### src/rtl/sf_camera_capture_ctrl_pkg.sv
`default_nettype none
// ============================================================================
// Module  : sf_camera_ctrl_pkg
// Purpose : Shared widths and state encodings for the camera capture
//           sequencer and its reader-FIFO drain sub-block.
// Contents: FRAME_W / SIZE_W / WORD_CNT_W / DATA_W width constants,
//           main_state_t (capture sequencer), drain_state_t (drain FSM).
// Revision: 1.0 - initial release
// ============================================================================
package sf_camera_ctrl_pkg;

  localparam int unsigned FRAME_W    = 8;
  localparam int unsigned SIZE_W     = 24;
  localparam int unsigned WORD_CNT_W = 32;
  localparam int unsigned DATA_W     = 32;

  typedef enum logic [2:0] {
    ST_IDLE      = 3'd0,
    ST_CAM_RST   = 3'd1,
    ST_WAIT_LOCK = 3'd2,
    ST_ARM       = 3'd3,
    ST_CAPTURE   = 3'd4,
    ST_DRAIN     = 3'd5,
    ST_DONE      = 3'd6
  } main_state_t;

  typedef enum logic [0:0] {
    D_IDLE   = 1'b0,
    D_ACTIVE = 1'b1
  } drain_state_t;

endpackage
`default_nettype wire

### src/rtl/sf_camera_capture_ctrl_if.sv
`default_nettype none
// ============================================================================
// Module  : sf_camera_capture_ctrl_if
// Purpose : Groups the reader read-FIFO block handshake and the memory-side
//           streaming port of the capture sequencer.
// Ports   : i_rfifo_ready / i_rfifo_size / i_rfifo_data  - reader block side
//           o_rfifo_activate / o_rfifo_strobe           - block claim / pop
//           o_mem_data / o_mem_valid / i_mem_ready       - memory stream
// Modports: master = capture controller, slave = reader + memory side.
// Revision: 1.0 - initial release
// ============================================================================
interface sf_camera_capture_ctrl_if;
  import sf_camera_ctrl_pkg::*;

  logic                  i_rfifo_ready;
  logic [SIZE_W-1:0]     i_rfifo_size;
  logic [DATA_W-1:0]     i_rfifo_data;
  logic                  o_rfifo_activate;
  logic                  o_rfifo_strobe;
  logic [DATA_W-1:0]     o_mem_data;
  logic                  o_mem_valid;
  logic                  i_mem_ready;

  modport master (
    input  i_rfifo_ready, i_rfifo_size, i_rfifo_data, i_mem_ready,
    output o_rfifo_activate, o_rfifo_strobe, o_mem_data, o_mem_valid
  );

  modport slave (
    output i_rfifo_ready, i_rfifo_size, i_rfifo_data, i_mem_ready,
    input  o_rfifo_activate, o_rfifo_strobe, o_mem_data, o_mem_valid
  );

endinterface
`default_nettype wire

### src/rtl/sf_camera_capture_ctrl_drain.sv
`default_nettype none
// ============================================================================
// Module  : sf_camera_rfifo_drain
// Purpose : Claims one reader read-FIFO block at a time and forwards its words
//           to the memory stream, one pop per accepted cycle.
// Ports   : clk, rst (async, active-low)
//           run            - claiming of new blocks allowed
//           flush          - drop any claimed block next cycle
//           rfifo_ready/size/data, mem_ready  - upstream/downstream inputs
//           rfifo_activate/strobe, mem_data/valid - handshake outputs
//           word_inc       - one word forwarded this cycle
//           idle           - no block claimed
// Revision: 1.0 - initial release
// ============================================================================
module sf_camera_rfifo_drain
  import sf_camera_ctrl_pkg::*;
(
  input  logic              clk,
  input  logic              rst,
  input  logic              run,
  input  logic              flush,
  input  logic              rfifo_ready,
  input  logic [SIZE_W-1:0] rfifo_size,
  input  logic [DATA_W-1:0] rfifo_data,
  input  logic              mem_ready,
  output logic              rfifo_activate,
  output logic              rfifo_strobe,
  output logic [DATA_W-1:0] mem_data,
  output logic              mem_valid,
  output logic              word_inc,
  output logic              idle
);

  drain_state_t      state;
  logic [SIZE_W-1:0] remaining;

  // Pop is combinational so the memory side sees the word in the same cycle
  // the reader presents it; gating on activate keeps it silent when unclaimed.
  assign rfifo_strobe = rfifo_activate && (state == D_ACTIVE) && mem_ready &&
                        (remaining != '0);
  assign mem_valid    = rfifo_strobe;
  assign mem_data     = rfifo_data;
  assign word_inc     = rfifo_strobe;
  assign idle         = (state == D_IDLE);

  always_ff @(posedge clk or negedge rst) begin
    if (!rst) begin
      state          <= D_IDLE;
      remaining      <= '0;
      rfifo_activate <= 1'b0;
    end else if (flush) begin
      state          <= D_IDLE;
      remaining      <= '0;
      rfifo_activate <= 1'b0;
    end else begin
      case (state)
        D_IDLE: begin
          if (run && rfifo_ready && !rfifo_activate) begin
            rfifo_activate <= 1'b1;
            remaining      <= rfifo_size;
            state          <= D_ACTIVE;
          end
        end
        D_ACTIVE: begin
          // Release is taken one cycle after remaining is seen at zero, so a
          // zero-sized block still holds activate for exactly one cycle.
          if (remaining == '0) begin
            rfifo_activate <= 1'b0;
            state          <= D_IDLE;
          end else if (rfifo_strobe) begin
            remaining <= remaining - SIZE_W'(1);
          end
        end
        default: begin
          state          <= D_IDLE;
          rfifo_activate <= 1'b0;
        end
      endcase
    end
  end

endmodule
`default_nettype wire

### src/rtl/sf_camera_capture_ctrl.sv
`default_nettype none
// ============================================================================
// Module  : sf_camera_capture_ctrl
// Purpose : Multi-frame capture sequencer. Pulses the camera reset, waits for
//           the camera clock lock, arms the reader per frame, drains reader
//           blocks to the memory stream and reports status to the registers.
// Ports   : clk, rst (async, active-low)
//           i_start/i_abort/i_frame_count/i_flash_en - register requests
//           o_busy/o_done/o_error/o_frames_done/o_word_count - status
//           o_camera_reset/o_enable/o_reset_counts/o_flash_req - camera ctrl
//           i_clk_locked/i_captured/i_inactive - camera / reader status
//           bus (master) - reader FIFO block handshake and memory stream
// Options : SF_CAMERA_CTRL_TIMEOUT_EN - adds a TIMEOUT_CYCLES watchdog on the
//           lock, capture and drain waits that sets o_error and aborts.
// Revision: 1.0 - initial release
// ============================================================================
module sf_camera_capture_ctrl
  import sf_camera_ctrl_pkg::*;
#(
  parameter int unsigned       RESET_CYCLES   = 1000,
  parameter logic [SIZE_W-1:0] TIMEOUT_CYCLES = 24'hFFFFFF
) (
  input  logic                  clk,
  input  logic                  rst,
  input  logic                  i_start,
  input  logic                  i_abort,
  input  logic [FRAME_W-1:0]    i_frame_count,
  input  logic                  i_flash_en,
  output logic                  o_busy,
  output logic                  o_done,
  output logic                  o_error,
  output logic [FRAME_W-1:0]    o_frames_done,
  output logic [WORD_CNT_W-1:0] o_word_count,
  output logic                  o_camera_reset,
  output logic                  o_enable,
  output logic                  o_reset_counts,
  output logic                  o_flash_req,
  input  logic                  i_clk_locked,
  input  logic                  i_captured,
  input  logic                  i_inactive,
  sf_camera_capture_ctrl_if.master bus
);

  main_state_t          state;
  logic [31:0]          rst_cnt;
  logic [FRAME_W-1:0]   frames_target;
  logic [FRAME_W-1:0]   frames_next;
  logic                 captured_q;
  logic                 captured_rise;
  logic                 drain_run;
  logic                 drain_flush;
  logic                 drain_idle;
  logic                 word_inc;
  logic                 timeout_hit;
  logic                 abort_now;

  assign o_busy        = (state != ST_IDLE);
  assign frames_next   = o_frames_done + FRAME_W'(1);
  assign captured_rise = i_captured && !captured_q;
  assign abort_now     = o_busy && (i_abort || timeout_hit);
  assign drain_run     = (state == ST_CAPTURE) || (state == ST_DRAIN);
  assign drain_flush   = abort_now;

`ifdef SF_CAMERA_CTRL_TIMEOUT_EN
  logic              err;
  logic [SIZE_W-1:0] wd;
  logic [SIZE_W-1:0] wd_eff;
  logic              wd_counting;
  main_state_t       prev_state;

  // A state change is seen one cycle late through prev_state, so the entry
  // cycle is treated as count 0 and the stored count is re-seeded to 1.
  assign wd_counting = (state == ST_WAIT_LOCK) || (state == ST_CAPTURE) ||
                       (state == ST_DRAIN);
  assign wd_eff      = (state == prev_state) ? wd : '0;
  assign timeout_hit = wd_counting && (wd_eff == TIMEOUT_CYCLES - SIZE_W'(1));
  assign o_error     = err;

  always_ff @(posedge clk or negedge rst) begin
    if (!rst) begin
      wd         <= '0;
      prev_state <= ST_IDLE;
    end else begin
      prev_state <= state;
      if (!wd_counting || bus.o_rfifo_strobe) begin
        wd <= '0;
      end else begin
        wd <= wd_eff + SIZE_W'(1);
      end
    end
  end
`else
  logic unused_timeout_cycles;
  assign unused_timeout_cycles = ^TIMEOUT_CYCLES;
  assign timeout_hit           = 1'b0;
  assign o_error               = 1'b0;
`endif

  always_ff @(posedge clk or negedge rst) begin
    if (!rst) begin
      state          <= ST_IDLE;
      rst_cnt        <= '0;
      frames_target  <= '0;
      o_frames_done  <= '0;
      o_word_count   <= '0;
      o_camera_reset <= 1'b1;
      o_enable       <= 1'b0;
      o_reset_counts <= 1'b0;
      o_flash_req    <= 1'b0;
      o_done         <= 1'b0;
      captured_q     <= 1'b0;
`ifdef SF_CAMERA_CTRL_TIMEOUT_EN
      err            <= 1'b0;
`endif
    end else begin
      captured_q     <= i_captured;
      o_reset_counts <= 1'b0;
      o_done         <= 1'b0;
      if (word_inc) begin
        o_word_count <= o_word_count + WORD_CNT_W'(1);
      end

      if (abort_now) begin
        // Counts are kept for the registers; only the camera side is parked.
        state          <= ST_IDLE;
        o_camera_reset <= 1'b1;
        o_enable       <= 1'b0;
        o_flash_req    <= 1'b0;
`ifdef SF_CAMERA_CTRL_TIMEOUT_EN
        if (timeout_hit) begin
          err <= 1'b1;
        end
`endif
      end else begin
        case (state)
          ST_IDLE: begin
            o_camera_reset <= 1'b1;
            if (i_start && !i_abort && (i_frame_count != '0)) begin
              o_frames_done <= '0;
              o_word_count  <= '0;
              frames_target <= i_frame_count;
              rst_cnt       <= '0;
              state         <= ST_CAM_RST;
`ifdef SF_CAMERA_CTRL_TIMEOUT_EN
              err           <= 1'b0;
`endif
            end
          end
          ST_CAM_RST: begin
            if (rst_cnt == RESET_CYCLES - 32'd1) begin
              o_camera_reset <= 1'b0;
              state          <= ST_WAIT_LOCK;
            end else begin
              rst_cnt <= rst_cnt + 32'd1;
            end
          end
          ST_WAIT_LOCK: begin
            if (i_clk_locked) begin
              o_reset_counts <= 1'b1;
              state          <= ST_ARM;
            end
          end
          ST_ARM: begin
            o_enable    <= 1'b1;
            o_flash_req <= i_flash_en;
            state       <= ST_CAPTURE;
          end
          ST_CAPTURE: begin
            if (captured_rise) begin
              o_enable    <= 1'b0;
              o_flash_req <= 1'b0;
              state       <= ST_DRAIN;
            end else begin
              o_flash_req <= i_flash_en;
            end
          end
          ST_DRAIN: begin
            if (!bus.i_rfifo_ready && drain_idle && i_inactive) begin
              o_frames_done <= frames_next;
              if (frames_next == frames_target) begin
                o_done <= 1'b1;
                state  <= ST_DONE;
              end else begin
                // Next frame re-arms the reader without re-resetting the camera.
                o_reset_counts <= 1'b1;
                state          <= ST_ARM;
              end
            end
          end
          ST_DONE: begin
            o_camera_reset <= 1'b1;
            state          <= ST_IDLE;
          end
          default: begin
            o_camera_reset <= 1'b1;
            o_enable       <= 1'b0;
            o_flash_req    <= 1'b0;
            state          <= ST_IDLE;
          end
        endcase
      end
    end
  end

  sf_camera_rfifo_drain u_drain (
    .clk            (clk),
    .rst            (rst),
    .run            (drain_run),
    .flush          (drain_flush),
    .rfifo_ready    (bus.i_rfifo_ready),
    .rfifo_size     (bus.i_rfifo_size),
    .rfifo_data     (bus.i_rfifo_data),
    .mem_ready      (bus.i_mem_ready),
    .rfifo_activate (bus.o_rfifo_activate),
    .rfifo_strobe   (bus.o_rfifo_strobe),
    .mem_data       (bus.o_mem_data),
    .mem_valid      (bus.o_mem_valid),
    .word_inc       (word_inc),
    .idle           (drain_idle)
  );

endmodule
`default_nettype wire

### src/flat_wrapper.sv
// flat-port wrapper written by rule: the top's interface ports become plain ports
module sf_camera_capture_ctrl_flat import sf_camera_ctrl_pkg::*;
#(
  parameter int unsigned       RESET_CYCLES   = 1000,
  parameter logic [SIZE_W-1:0] TIMEOUT_CYCLES = 24'hFFFFFF
)
  (clk, rst, i_start, i_abort, i_frame_count, i_flash_en, o_busy, o_done, o_error, o_frames_done, o_word_count, o_camera_reset, o_enable, o_reset_counts, o_flash_req, i_clk_locked, i_captured, i_inactive, bus_i_rfifo_ready, bus_i_rfifo_size, bus_i_rfifo_data, bus_i_mem_ready, bus_o_rfifo_activate, bus_o_rfifo_strobe, bus_o_mem_data, bus_o_mem_valid);
  sf_camera_capture_ctrl_if bus_i ();
  input  logic clk;
  input  logic rst;
  input  logic i_start;
  input  logic i_abort;
  input  logic [FRAME_W-1:0] i_frame_count;
  input  logic i_flash_en;
  output logic o_busy;
  output logic o_done;
  output logic o_error;
  output logic [FRAME_W-1:0] o_frames_done;
  output logic [WORD_CNT_W-1:0] o_word_count;
  output logic o_camera_reset;
  output logic o_enable;
  output logic o_reset_counts;
  output logic o_flash_req;
  input  logic i_clk_locked;
  input  logic i_captured;
  input  logic i_inactive;
  input wire logic [$bits(bus_i.i_rfifo_ready)-1:0] bus_i_rfifo_ready;
  input wire logic [$bits(bus_i.i_rfifo_size)-1:0] bus_i_rfifo_size;
  input wire logic [$bits(bus_i.i_rfifo_data)-1:0] bus_i_rfifo_data;
  input wire logic [$bits(bus_i.i_mem_ready)-1:0] bus_i_mem_ready;
  output wire logic [$bits(bus_i.o_rfifo_activate)-1:0] bus_o_rfifo_activate;
  output wire logic [$bits(bus_i.o_rfifo_strobe)-1:0] bus_o_rfifo_strobe;
  output wire logic [$bits(bus_i.o_mem_data)-1:0] bus_o_mem_data;
  output wire logic [$bits(bus_i.o_mem_valid)-1:0] bus_o_mem_valid;
  assign bus_i.i_rfifo_ready = bus_i_rfifo_ready;
  assign bus_i.i_rfifo_size = bus_i_rfifo_size;
  assign bus_i.i_rfifo_data = bus_i_rfifo_data;
  assign bus_i.i_mem_ready = bus_i_mem_ready;
  assign bus_o_rfifo_activate = bus_i.o_rfifo_activate;
  assign bus_o_rfifo_strobe = bus_i.o_rfifo_strobe;
  assign bus_o_mem_data = bus_i.o_mem_data;
  assign bus_o_mem_valid = bus_i.o_mem_valid;
  sf_camera_capture_ctrl #(.RESET_CYCLES(RESET_CYCLES), .TIMEOUT_CYCLES(TIMEOUT_CYCLES)) u_core (.clk(clk), .rst(rst), .i_start(i_start), .i_abort(i_abort), .i_frame_count(i_frame_count), .i_flash_en(i_flash_en), .o_busy(o_busy), .o_done(o_done), .o_error(o_error), .o_frames_done(o_frames_done), .o_word_count(o_word_count), .o_camera_reset(o_camera_reset), .o_enable(o_enable), .o_reset_counts(o_reset_counts), .o_flash_req(o_flash_req), .i_clk_locked(i_clk_locked), .i_captured(i_captured), .i_inactive(i_inactive), .bus(bus_i));
endmodule
### config.mk
export PLATFORM = sky130hd
export DESIGN_NAME = sf_camera_capture_ctrl_flat
export DESIGN_NICKNAME = d
export VERILOG_FILES = /design/src/rtl/sf_camera_capture_ctrl_pkg.sv /design/src/rtl/sf_camera_capture_ctrl_if.sv /design/src/rtl/sf_camera_capture_ctrl_drain.sv /design/src/rtl/sf_camera_capture_ctrl.sv /design/src/flat_wrapper.sv
export SDC_FILE = /design/constraint.sdc
export NUM_CORES = 1
export LEC_CHECK = 0
export ABC_AREA = 1
export BUFFER_PORTS_ARGS = -buffer_cell sky130_fd_sc_hd__buf_4
export CORE_AREA = 5 5 133 135
export DETAILED_ROUTE_END_ITERATION = 16
export DIE_AREA = 0 0 138 140
export GPL_TIMING_DRIVEN = 0
export PLACE_DENSITY = 0.71
export SLEW_MARGIN = 20
export SYNTH_ARGS = -nofsm -noshare
export SYNTH_HDL_FRONTEND = slang
export SYNTH_SLANG_ARGS = --single-unit
### constraint.sdc
create_clock -name clk -period 2.5 [get_ports clk]
set_clock_uncertainty 0.2 [all_clocks]
set_input_delay 0.125 -clock clk [delete_from_list [all_inputs] [get_ports clk]]
set_output_delay 0.125 -clock clk [all_outputs]
set_load 0.01 [all_outputs]
Word-level counts from Yosys, hierarchy flattened

Index checks and enable logic that the tools add are counted.

Input bits: 74
Logic and storage cells: 124
Output and inout port bits: 82
Flip-flop bits (word level): 115

Eq/ne operators: 22
Bitwise logic cells: 2
Multiplexer cells: 49
$add $sub $neg: 4
Reduce and logical (&&, ||, !) cells: 33

Operator list:

| operator                | number |
|---|---|
| $mux W32                | 6 |
| $mux W24                | 4 |
| $add A32 B1 Y32 const B | 2 |
| $pmux W32 S2            | 1 |
| $pmux W24 S2            | 1 |
| $eq A32 B10 Y1 const B  | 1 |
| $logic_not A24 Y1       | 1 |
| $reduce_bool A24 Y1     | 1 |
| $sub A24 B1 Y24 const B | 1 |
| $mux W3                 | 7 |
| $mux W1                 | 20 |
| $pmux W3 S6             | 1 |
| $mux W8                 | 2 |
| $pmux W8 S2             | 1 |
| $ne A3 B1 Y1 const B    | 4 |
| $ne A3 B2 Y1 const B    | 4 |
| $logic_and A1 B1 Y1     | 11 |
| $eq A3 B3 Y1 const B    | 3 |
| $add A8 B1 Y8 const B   | 1 |
| $eq A8 B8 Y1            | 1 |
| $pmux W1 S2             | 4 |
| $reduce_and A4 Y1       | 2 |
| $reduce_bool A8 Y1      | 1 |
| $eq A3 B2 Y1 const B    | 2 |
| 16 further kinds        | 28 |

Logic depth before layout (Yosys ltp)

Gate-level depths: netlist of run 1.

Depth after elaboration: 7
Gate-level depth with buffers: 15
Mapped depth without buffers: 14

Cells and area by module

From an unflattened synthesis of run 1, not the netlist that was laid out.

Cells, all modules: 1,157
Area, all modules: 7,832.5 sq um

By module, submodules not included:

| module                 | sequential area each (sq um) | instances | area an instance (sq um) | cells an instance |
|---|---|---|---|---|
| sf_camera_capture_ctrl | 2,228.4                      | 1         | 5,579.1                  | 800 |
| sf_camera_rfifo_drain  | 650.6                        | 1         | 2,253.4                  | 357 |

Least setup slack after synthesis of run 1

OpenSTA, ideal clock, no wires.

Path type: flip-flop to flip-flop
From: register u_core.state[0]
To: register u_core.u_drain.remaining[17]
Data required time: 2,176 ps
Buffers on the path: 1
Data arrival time: 1,670 ps
Setup time: 124 ps
Clock period less this slack: 1,994 ps
Path slack: 506 ps
Stages on the path, launching flop included: 15
Cell sequence: dfrtp_1 > inv_1 > ha_1 > nand2_4 > nand2_8 > inv_8 > nor2_8 > inv_2 > nor2_1 > inv_2 > nand2_4 > inv_4 > buf_6 > nor2_1 > a21oi_1

RTL lines:

| what                                                   | RTL line                           | RTL |
|---|---|---|
| from (decl)                                            | sf_camera_capture_ctrl.sv:44       | `main_state_t state;` |
| from (signal assigned)                                 | sf_camera_capture_ctrl.sv:101      | `state <= ST_IDLE;` |
| from (signal assigned)                                 | sf_camera_capture_ctrl.sv:125      | `state <= ST_IDLE;` |
| from (signal assigned)                                 | sf_camera_capture_ctrl.sv:143      | `state <= ST_CAM_RST;` |
| $reduce_bool A3 Y1 (*)                                 | sf_camera_capture_ctrl.sv:57       | `assign o_busy = (state != ST_IDLE);` |
| named net o_busy                                       | flat_wrapper.sv:15                 | `output logic o_busy;` |
| $logic_and A1 B1 Y1 (*)                                | sf_camera_capture_ctrl.sv:60       | `assign abort_now = o_busy && (i_abort \|\| timeout_hit);` |
| $ne A3 B2 Y1 (no line) or $ne A3 B3 Y1 (tied branches) | n/a                                |  |
| $reduce_and A3 Y1 (no line)                            | n/a                                |  |
| to (signal assigned)                                   | sf_camera_capture_ctrl_drain.sv:60 | `remaining <= rfifo_size;` |
| to (signal assigned)                                   | sf_camera_capture_ctrl_drain.sv:71 | `remaining <= remaining - SIZE_W'(1);` |
| to (decl)                                              | sf_camera_capture_ctrl_drain.sv:35 | `logic [SIZE_W-1:0] remaining;` |

The timed path passes the listed nets; every way through them passes the cells marked *.
A chain may end at the register's enable or synchronous reset.

Final worst setup path of run 1

From: register u_core.u_drain.remaining[5]
To: output port bus_o_rfifo_strobe

Cells in the longest elaborated chain, start to end: 2

Ends and longest elaborated chain:

| what                | RTL line                           | RTL |
|---|---|---|
| $reduce_bool A24 Y1 | sf_camera_capture_ctrl_drain.sv:40 | `(remaining != '0);` |
| $logic_and A1 B1 Y1 | sf_camera_capture_ctrl_drain.sv:39 | `assign rfifo_strobe = rfifo_activate && (state == D_ACTIVE) && mem_ready &&` |
| to (decl)           | flat_wrapper.sv:32                 | `output wire logic [$bits(bus_i.o_rfifo_strobe)-1:0] bus_o_rfifo_strobe;` |

No other way between the ends.

==> impl_metrics.tcl, run 1 <==
set metrics [dict create \
    overflow 0 \
    worstSetupPathType "register to output port" \
    ff2ff_setup_slack_ps 200 \
    gp_congestion 0.9276 \
    p_clk_frac 0.287 \
    cts_tree "built" \
    fin_cells 1605 \
    fin_hold_ws_ps 52.55 \
    synth_top_area_cell "dfrtp_1" \
    critPathCaptureType "output port" \
    timing.rr.end "u_core.u_drain.remaining[5]" \
    antenna_found_initial 0 \
    vdd_drop_max_v 0.0006308 \
    dieArea_sq_um 19320 \
    groute.layer.met2.usage 0.3939 \
    ant_nets 0 \
    async_reset_ff_frac 1.000 \
    p_sw_frac 0.4079 \
    h-tree-depth 4 \
    cts_buffers 17 \
    power_mw 8.473 \
    cts_root_buf "clkbuf_16" \
    clkSlewWorstSetupHoldPaths_ps 60 \
    vias 8234 \
    first_pass_iters 6 \
    core_sq_um 16350 \
    place_hpwl_mm 16.83 \
    finalSetupTns_ps 0 \
    fp-row-count 47 \
    cp.required_ps 2170 \
    clock_latency_ps 420 \
    fmax_mhz 407.1 \
    postSynthCellCount 1187 \
    ys_ff_latch 115 \
    grt_pass1_wl_mm 37.81 \
    nets 1455 \
    layout-drive-gt1-share 0.1921 \
    hold_viol_final 0 \
    crit_fanout 11 \
    p_sw_mw 3.456 \
    tightest_slew_ps 634.6 \
    critPathMaxStageDelay_ps 440 \
    max-clock-path-buffers 2 \
    finalCriticalPeriod_ps 2456 \
    grt_pass1_vias 7690 \
    postSynthAreaPerCell_sq_um 6.788 \
    final.period_utilization 0.9826 \
    ys_warn_count 0 \
    antennaDiodeCount 0 \
    io_buffers 122 \
    wl_per_cell_microns 14.37 \
    comb_power_share 0.406 \
    pin_count 156 \
    slowest_stage "dfrtp_2" \
    worst_ep_arrival_time_ps 2130 \
    grtUsageMet3 0.05147 \
    cts.sinks 115 \
    drc 0 \
    synth-main-ff-cell "dfrtp_1" \
    ys_types 50 \
    synth_edf_count 0 \
    busiest_layer "met2" \
    syn_area_sq_um 8058 \
    use_met1 0.3115 \
    finalWirelength_mm 23.07 \
    initial_core_util 0.4929 \
    synth_top_area_frac 0.3540 \
    dpl-instance-area_sq_um 9280 \
    dieHeight_microns 140 \
    crit_chain "nor2_2 -> nand2_1 -> nor2_2 -> nand3_2 -> nand2_2 -> buf_8 -> inv_4 -> buf_6 -> buf_4 -> buf_4" \
    p_per_area_nw_per_um2 822.2 \
    synth_fp_nets 1270 \
    max_cap_violations 0 \
    r2r_start "u_core.state[0]" \
    crit_path_start_kind "register" \
    status "finished, final reports clean" \
    fin_area_sq_um 10300 \
    areaGrowthSynthToFinish_pct 27.89 \
    rsz0062_at_grt "yes" \
    p_int_mw 5.017 \
    seq_power_share 0.307 \
    die_w_microns 138 \
    maxSlewHeadroom 0.5754 \
    p_leak_nw 4.728 \
    seq_area_frac_synth 0.3573 \
    synthTopCellsByArea "dfrtp_1, nand2_1, nor2_1" \
    r2r_cells 13 \
    post-place-cells 1530 \
    vias_per_cell 5.130 \
    hold_path_class "input pin to asynchronous set/reset pin" \
    drtIter0Drc 625 \
    finalSetupViolCount 0 \
    final_max_slew_viol_count 0 \
    grt.total_usage 0.2342 \
    grt_max_degree 61 \
]
[through the flow]
| step | setup WS (ps) | utilization |
|---|---|---|
| finish | 43.59 | 0.6303 |
| global route | -62.81 | 0.6303 |
| CTS | 53.78 | 0.6284 |
| detailed placement | 139.7 | 0.5677 |
| global placement | 124.0 | 0.5657 |
| floorplan | 506.1 | - |
[sequential cells by signal, summed over array words and instances, names as in the netlist, 3 cells and up]
| name | count |
|---|---|
| u_core.u_drain.remaining | 24 |
| u_core.rst_cnt | 32 |
| u_core.o_word_count | 32 |
| u_core.o_frames_done | 8 |
| u_core.state | 3 |
| u_core.frames_target | 8 |
[worst max-delay path by stage]
stage                                     start                      endpoint  slack (ps)  cells after the start
detailed placement              u_core.state[0]       u_core.o_frames_done[7]         140                      9
finish              u_core.u_drain.remaining[5]            bus_o_rfifo_strobe          40                     10
CTS                             u_core.state[0]   u_core.u_drain.remaining[5]          50                      9
global placement              u_core.rst_cnt[0]            u_core.rst_cnt[26]         120                     12
floorplan                       u_core.state[0]  u_core.u_drain.remaining[17]         510                     14
global route        u_core.u_drain.remaining[0]            bus_o_rfifo_strobe         -60                     11
[cells in the mapped netlist (3+ instances only)]
master    instances
inv_2             7
nand2_1         325
a22oi_1           5
ha_1              9
xnor2_1          10
buf_2             8
nand2_2           8
o21ai_1           9
nand3b_1          3
dfrtp_1         114
nor2_4            5
buf_6             9
buf_4            34
nor2_1          179
nor2_2            7
inv_1           120
and3_1            4
a21oi_1          45
nor3_1           44
nand4_1          16
o21ai_0          76
xor2_1           33
nand3_1          66
clkbuf_1          7
nand2_4           3
o21ai_2           4
o21bai_1          3
[layout by cell type (no fill, tap or decap), types with 8 or more instances in the layout]
| cell | Yosys | routed |
|---|---|---|
| nand2_1 | 325 | 325 |
| nor2_1 | 179 | 174 |
| buf_4 | 34 | 159 |
| inv_1 | 120 | 118 |
| dfrtp_1 | 114 | 113 |
| o21ai_0 | 76 | 76 |
| nand3_1 | 66 | 66 |
| nor3_1 | 44 | 44 |
| a21oi_1 | 45 | 44 |
| dlygate4sd3_1 | 0 | 39 |
| xor2_1 | 33 | 33 |
| clkbuf_16 | 0 | 17 |
| nand4_1 | 16 | 16 |
| nor2_2 | 7 | 12 |
| xnor2_1 | 10 | 10 |
| buf_6 | 9 | 9 |
| inv_2 | 7 | 9 |
| o21ai_1 | 9 | 9 |
| clkbuf_1 | 7 | 9 |
| ha_1 | 9 | 9 |
| nand2_2 | 8 | 8 |
| buf_2 | 8 | 8 |
[layer usage]
layer  vias up  wire length [microns]
met1      3794                  10270
met4         0                    318
met3        36                   1458
met2       274                  11020
li1       4130                      -
met5         -                      0
[logic make-up (layout without fill, tap and decap cells)]
kind of cell / count (synthesis) / count (layout) / synth area share
and+or+nand+nor: 675 / 675 / 0.3618
buffers and inverters: 192 / 390 / 0.1168
AOI/OAI and AO/OA: 152 / 152 / 0.1029
DFF: 115 / 115 / 0.3573
xor gates and xnor gates: 43 / 43 / 0.04674
adders and majority gates: 9 / 9 / 0.01398
other: 1 / 1 / 0.0004654
[final cells by class]
type,count,area (sq um)
well taps,220,275.3
repair buffers,166,1368
fillers,1507,6043
plain buffers,60,439.2
clock buffers,24,481.7
multi-input cells,880,4254
inverters,132,508.0
flip-flops and latches,115,2880
clock inverters,8,98.84
[power groups by stage]
| stage | clock [mW] | combinational [mW] | sequential [mW] |
|---|---|---|---|
| finish | 2.43 | 3.44 | 2.60 |
| global route | 2.55 | 3.86 | 2.65 |
| CTS | 2.46 | 3.41 | 2.59 |
| detailed placement | 0 | 3.33 | 2.61 |
| global placement | 0 | 3.25 | 2.61 |
| floorplan | 0 | 2.34 | 2.55 |
[critical path, delay by kind of cell (launching register included)]
family,cells,cell delay [ps]
simple gates,5,690
buf+inv,5,580
flops,1,440
[repair_timing]
item	4_1_cts	5_1_grt
setup endpoints to repair	1	14
hold buffers	39	0
resized for setup	5	9
pin swaps	1	1
buffers inserted	2	2
hold endpoints to repair	155	0
Power figures use the tool's default switching activity.
==> run 2: changes to the inputs <==
--- a/config.mk
+++ b/config.mk
@@ -5,11 +5,10 @@
 export SDC_FILE = /design/constraint.sdc
 export NUM_CORES = 1
 export LEC_CHECK = 0
-export ABC_AREA = 1
 export BUFFER_PORTS_ARGS = -buffer_cell sky130_fd_sc_hd__buf_4
-export CORE_AREA = 5 5 133 135
+export CORE_AREA = 5 5 126 128
 export DETAILED_ROUTE_END_ITERATION = 16
-export DIE_AREA = 0 0 138 140
+export DIE_AREA = 0 0 131 133
 export GPL_TIMING_DRIVEN = 0
 export PLACE_DENSITY = 0.71
 export SLEW_MARGIN = 20
==> impl_metrics.tcl, run 2 <==
set metrics [dict create \
    status "complete, but fails checks" \
    violations "setup timing" \
    drc 0 \
    hold_viol_final 0 \
    grt.total_usage 0.2615 \
    maxSlewHeadroom 0.2419 \
    hold_end "u_core.u_drain.remaining[23]" \
    h-tree-depth 4 \
    dieHeight_microns 133 \
    p_sw_frac 0.3587 \
    vias 8008 \
    synth_most_common_cell "dfrtp_1" \
    synth-main-ff-cell "dfrtp_1" \
    postSynthAreaPerCell_sq_um 8.637 \
    areaGrowthSynthToFinish_pct 50.90 \
    synth_common_cells "dfrtp_1, nand2_1, a21oi_1" \
    power_mw 8.487 \
    fmax_mhz 373.7 \
    fin_hold_ws_ps 32.26 \
    worstHoldStart "bus_i_rfifo_size[23]" \
    synth_top_area_cell "dfrtp_1" \
    first_pass_iters 5 \
    ff2ff_setup_slack_ps -170 \
    cts_tree "built" \
    synthTopCellsByArea "dfrtp_1, nand2_1, a21oi_1" \
    ys_ff_latch 115 \
    p_int_mw 5.443 \
    cts_buffers 17 \
    antenna_found_initial 0 \
    r2r_start "u_core.u_drain.remaining[11]" \
    finalWirelength_mm 25.15 \
    vias_per_cell 6.251 \
    reg.largest.list "u_core.o_word_count x32, u_core.rst_cnt x32, u_core.u_drain.remaining x24" \
    rsz0062_at_grt "yes" \
    p_per_area_nw_per_um2 787.3 \
    max_cap_violations 0 \
    worstSetupPathType "register to output port" \
    grt_pass1_vias 7343 \
    final_max_slew_viol_count 0 \
    n_fill_cell 1030 \
    wl_per_cell_microns 19.63 \
    critPathCaptureType "output port" \
    final.period_utilization 1.071 \
    p_sw_mw 3.044 \
    clock_latency_ps 430 \
    cp.required_ps 2170 \
    fp-row-count 45 \
    comb_power_share 0.405 \
    r2r_cells 6 \
    ys_types 69 \
    grt_max_degree 59 \
    ys_warn_count 0 \
    die_w_microns 131 \
    p_leak_nw 4.694 \
    core_sq_um 14750 \
    finalSetupViolCount 33 \
    max-clock-path-buffers 2 \
    gp_congestion 0.9189 \
    antennaDiodeCount 0 \
    tightest_slew_ps 1127 \
    layout_commonest_cell "buf_4" \
    overflow 0 \
    dieArea_sq_um 17420 \
    seq_area_frac_synth 0.4030 \
    synth_edf_count 0 \
    finalCriticalPeriod_ps 2676 \
    postSynthCellCount 827 \
    crit_path_start_kind "register" \
    seq_power_share 0.274 \
    min_path_cells 4 \
    synth_top_area_frac 0.3994 \
    clkSlewWorstSetupHoldPaths_ps 60 \
    syn_area_sq_um 7143 \
    place_hpwl_mm 14.70 \
    layout_setup_ws_ps -176.3 \
    nets 1163 \
    drtIter0Drc 782 \
    synth_fp_nets 910 \
    final_cell_mix "buf_4, dfrtp_1, nand2_1, a21oi_1" \
    async_reset_ff_frac 1.000 \
    timing.rr.end "u_core.u_drain.remaining[18]" \
    worst_ep_arrival_time_ps 2350 \
    crit_fanout 4 \
    initial_core_util 0.4842 \
    grt_pass1_wl_mm 36.74 \
    p_clk_frac 0.321 \
    cts_root_buf "clkbuf_16" \
    vdd_drop_max_v 0.0005877 \
    layout-drive-gt1-share 0.3605 \
    ant_nets 0 \
    pin_count 156 \
    io_buffers 122 \
    hold_path_class "input pin to register" \
    cts.sinks 115 \
]
## run 2: final cells by class
type / count / area [sq um] / share of cell area
Multi-Input combinational cell: 613 / 4363 / 0.4048
Sequential cell: 115 / 2889 / 0.2680
Timing Repair Buffer: 242 / 2057 / 0.1908
Buffer: 69 / 493.0 / 0.04573
Clock buffer: 22 / 474.2 / 0.04399
Tap cell: 188 / 235.2 / 0.02182
Clock inverter: 10 / 177.7 / 0.01648
Inverter: 22 / 90.09 / 0.008358
## run 2: stage by stage
step	setup TNS, ps	setup slack, ps	std cells	area (sq um)	utilization
after global placement	-38740	-861.0	1137	8300	0.5627
after floorplan	-32.83	-32.33	827	7149	-
final	-2620	-176.3	1281	10780	0.7307
after CTS	-5620	-207.2	1233	10100	0.6844
after global routing	-5637	-245.8	1281	10780	0.7307
after detailed placement	-41450	-919.7	1138	8332	0.5648
## run 2: worst max-delay path by stage
stage / startpoint / endpoint / slack (ps) / depth (start not counted)
finish: u_core.u_drain.remaining[17] / bus_o_rfifo_strobe / -180 / 6
global route: u_core.u_drain.remaining[17] / u_core.o_word_count[7] / -250 / 9
CTS: u_core.u_drain.remaining[9] / bus_o_rfifo_strobe / -210 / 7
detailed placement: u_core.state[0] / u_core.o_word_count[7] / -920 / 9
global placement: u_core.state[0] / u_core.o_word_count[7] / -860 / 9
floorplan: u_core.u_drain.remaining[8] / u_core.u_drain.remaining[18] / -30 / 6
## run 2: power by group through the flow
stage | logic (mW) | clock network [mW] | registers (mW)
floorplan | 1.44 | 0 | 2.26
global placement | 2.02 | 0 | 2.31
detailed placement | 2.04 | 0 | 2.31
CTS | 2.65 | 2.73 | 2.29
global route | 3.63 | 2.83 | 2.35
finish | 3.44 | 2.72 | 2.33
## run 2: what timing repair did
action	CTS	global route
pin swaps	33	42
resized for setup	101	91
buffers inserted	27	56
hold endpoints to repair	149	0
cloned	5	0
hold buffers	36	0
setup endpoints to repair	98	84
## run 2: worst max-delay path, cell delays in order, from the launching register on
cell and delay [ps]:
dfrtp_2 410, or4_4 600, nor4b_4 420, a31o_4 240, inv_6 50, buf_6 100, buf_6 110
## run 2: metal layers
layer	global-route usage	up-vias	routed length, microns
met5	0	-	0
met4	0.1097	0	1075
met3	0.06702	115	2375
met2	0.4010	518	11590
met1	0.3493	3769	10110
li1	-	3606	-
## run 2: cells by family after synthesis
family                   count (synthesis)  share of synthesized area
AO/OA/AOI/OAI                          217                     0.1985
XOR/XNOR                                16                    0.01962
adder cells (fa/ha/maj)                  9                    0.01576
buffers and inverters                   99                    0.07304
flip-flops                             115                     0.4030
multiplexers                            11                    0.01559
other                                    1                  0.0005250
AND/OR/NAND/NOR                        359                     0.2740
==> run 3: changes to the inputs <==
--- a/config.mk
+++ b/config.mk
@@ -11,7 +11,7 @@
 export DIE_AREA = 0 0 131 133
 export GPL_TIMING_DRIVEN = 0
 export PLACE_DENSITY = 0.71
-export SLEW_MARGIN = 20
+export SETUP_SLACK_MARGIN = 0.2
 export SYNTH_ARGS = -nofsm -noshare
 export SYNTH_HDL_FRONTEND = slang
 export SYNTH_SLANG_ARGS = --single-unit
==> impl_metrics.tcl, run 3 (synthesized netlist as in run 2, its figures left out) <==
set metrics [dict create \
    status "complete, but fails checks" \
    violations "setup timing" \
    drtIter0Drc 902 \
    p_int_mw 5.026 \
    max_cap_violations 0 \
    comb_power_share 0.411 \
    vdd_drop_max_v 0.0006409 \
    p_sw_mw 3.004 \
    slowest_stage "or4_1" \
    hold_viol_final 0 \
    layout_commonest_cell "buf_4" \
    vias 8078 \
    grt_pass1_vias 7308 \
    p_clk_frac 0.300 \
    final_cell_mix "buf_4, dfrtp_1, nand2_1, a21oi_1, buf_6" \
    p_per_area_nw_per_um2 725.8 \
    n_fill_cell 1020 \
    hold_path_class "input pin to asynchronous set/reset pin" \
    areaGrowthSynthToFinish_pct 54.88 \
    die_w_microns 131 \
    layout-drive-gt1-share 0.4033 \
    wl_per_cell_microns 20.37 \
    cts_buffers 17 \
    fin_area_sq_um 11060 \
    pin_count 156 \
    fmax_mhz 368.2 \
    layout_setup_ws_ps -216.2 \
    worst_ep_arrival_time_ps 2820 \
    drc 0 \
    nets 1166 \
    place_hpwl_mm 14.65 \
    dp_slack_ps -443.5 \
    crit_chain "or4_1 -> buf_6 -> nor4b_4 -> buf_4 -> and3_4 -> buf_6 -> buf_12 -> buf_8 -> o211ai_1 -> o311ai_2" \
    dpl-instance-area_sq_um 8421 \
    gp_congestion 0.8852 \
    cp.required_ps 2600 \
    io_buffers 122 \
    initial_core_util 0.4842 \
    dieHeight_microns 133 \
    dieArea_sq_um 17420 \
    final.period_utilization 1.086 \
    core_sq_um 14750 \
    grt.total_usage 0.2628 \
    cts.sinks 115 \
    critPathCaptureType "register" \
    r2r_cells 10 \
    seq_power_share 0.288 \
    p_leak_nw 4.756 \
    grt_pass1_wl_mm 36.82 \
    maxSlewHeadroom 0.4212 \
    clock_latency_ps 430 \
    fp-row-count 45 \
    p_sw_frac 0.3741 \
    final_max_slew_viol_count 0 \
    finalCriticalPeriod_ps 2716 \
    fin_hold_ws_ps 15.02 \
    first_pass_iters 5 \
    critPathMaxStageDelay_ps 540 \
    finalSetupViolCount 55 \
    grt_max_degree 89 \
    ant_nets 0 \
    max-clock-path-buffers 2 \
    rsz0062_at_grt "yes" \
    crit_top_cell "buf_6" \
    finalSetupTns_ps -6720 \
    worstSetupPathType "register to register" \
    cts_tree "built" \
    crit_path_start_kind "register" \
    clkSlewWorstSetupHoldPaths_ps 60 \
    reg.largest.list "u_core.o_word_count x32, u_core.rst_cnt x32, u_core.u_drain.remaining x24" \
    finalWirelength_mm 26.16 \
    crit_fanout 8 \
    cts_root_buf "clkbuf_16" \
    overflow 0 \
    tightest_slew_ps 861.1 \
    antennaDiodeCount 0 \
    utilization 0.7500 \
    h-tree-depth 4 \
    antenna_found_initial 0 \
    vias_per_cell 6.291 \
]
## run 3: cell count changes in the layout (fill, tap and decap cells not counted), moves of 7 or more
cell,previous run,this run
a21oi_1,54,43
a21oi_2,4,15
buf_4,219,201
buf_6,19,38
clkbuf_1,21,13
clkbuf_2,2,9
nand3_1,34,27
o21ai_0,33,26
o31ai_1,22,15
o31ai_4,1,8
## run 3: per-stage QoR
step / cells / power (mW)
CTS: 1250 / 7.355
finish: 1284 / 8.029
floorplan: 827 / 3.776
global placement: 1137 / 4.396
detailed placement: 1138 / 4.423
global route: 1284 / 8.345
## run 3: cell type report
cell class / instances / area, sq um / share of cell area
multi-input cells: 614 / 4597 / 0.4155
flip-flops and latches: 115 / 2889 / 0.2611
repair buffers: 236 / 2076 / 0.1876
plain buffers: 77 / 605.6 / 0.05474
clock buffers: 21 / 460.4 / 0.04162
well taps: 188 / 235.2 / 0.02126
clock inverters: 11 / 110.1 / 0.009953
inverters: 22 / 90.09 / 0.008143
## run 3: path summary, 6_finish.rpt
| path | from | endpoint | slack [ps] |
|---|---|---|---|
| max | u_core.u_drain.remaining[8] | u_core.u_drain.remaining[9] | -220 |
| min | rst | u_core.o_word_count[3] | 20 |
| max reg2reg | u_core.u_drain.remaining[8] | u_core.u_drain.remaining[9] | -220 |
| min reg2reg | u_core.frames_target[5] | u_core.frames_target[5] | 310 |
| max in group asynchronous | rst | u_core.o_frames_done[0] | 1580 |
| min in group clk | bus_i_mem_ready | u_core.u_drain.remaining[6] | 50 |
## run 3: critical path, delay by kind of cell, from the launching register on
kind | cells | cell delay, ps
buf+inv | 5 | 750
flops | 1 | 390
simple gates | 3 | 1030
compound gates | 2 | 230
## run 3: routing by layer
metal / track usage / wire [microns] / vias up
met2: 0.3964 / 12360 / 498
met5: 0 / 0 / -
li1: - / - / 3615
met1: 0.3675 / 10420 / 3829
met3: 0.04845 / 2131 / 136
met4: 0.1137 / 1246 / 0
## run 3: what timing repair did
action,in CTS,in global routing
buffers inserted,39,33
pin swaps,44,66
hold endpoints to repair,150,0
endpoints found under the setup margin,102,108
cloned,4,1
gates resized for setup,111,159
hold buffers,37,0
## run 3: power by group through the flow
stage	Sequential, mW	Combinational, mW	Clock [mW]
global placement	2.31	2.08	0
global route	2.33	3.52	2.49
finish	2.31	3.30	2.41
detailed placement	2.31	2.11	0
CTS	2.28	2.68	2.40
floorplan	2.27	1.51	0
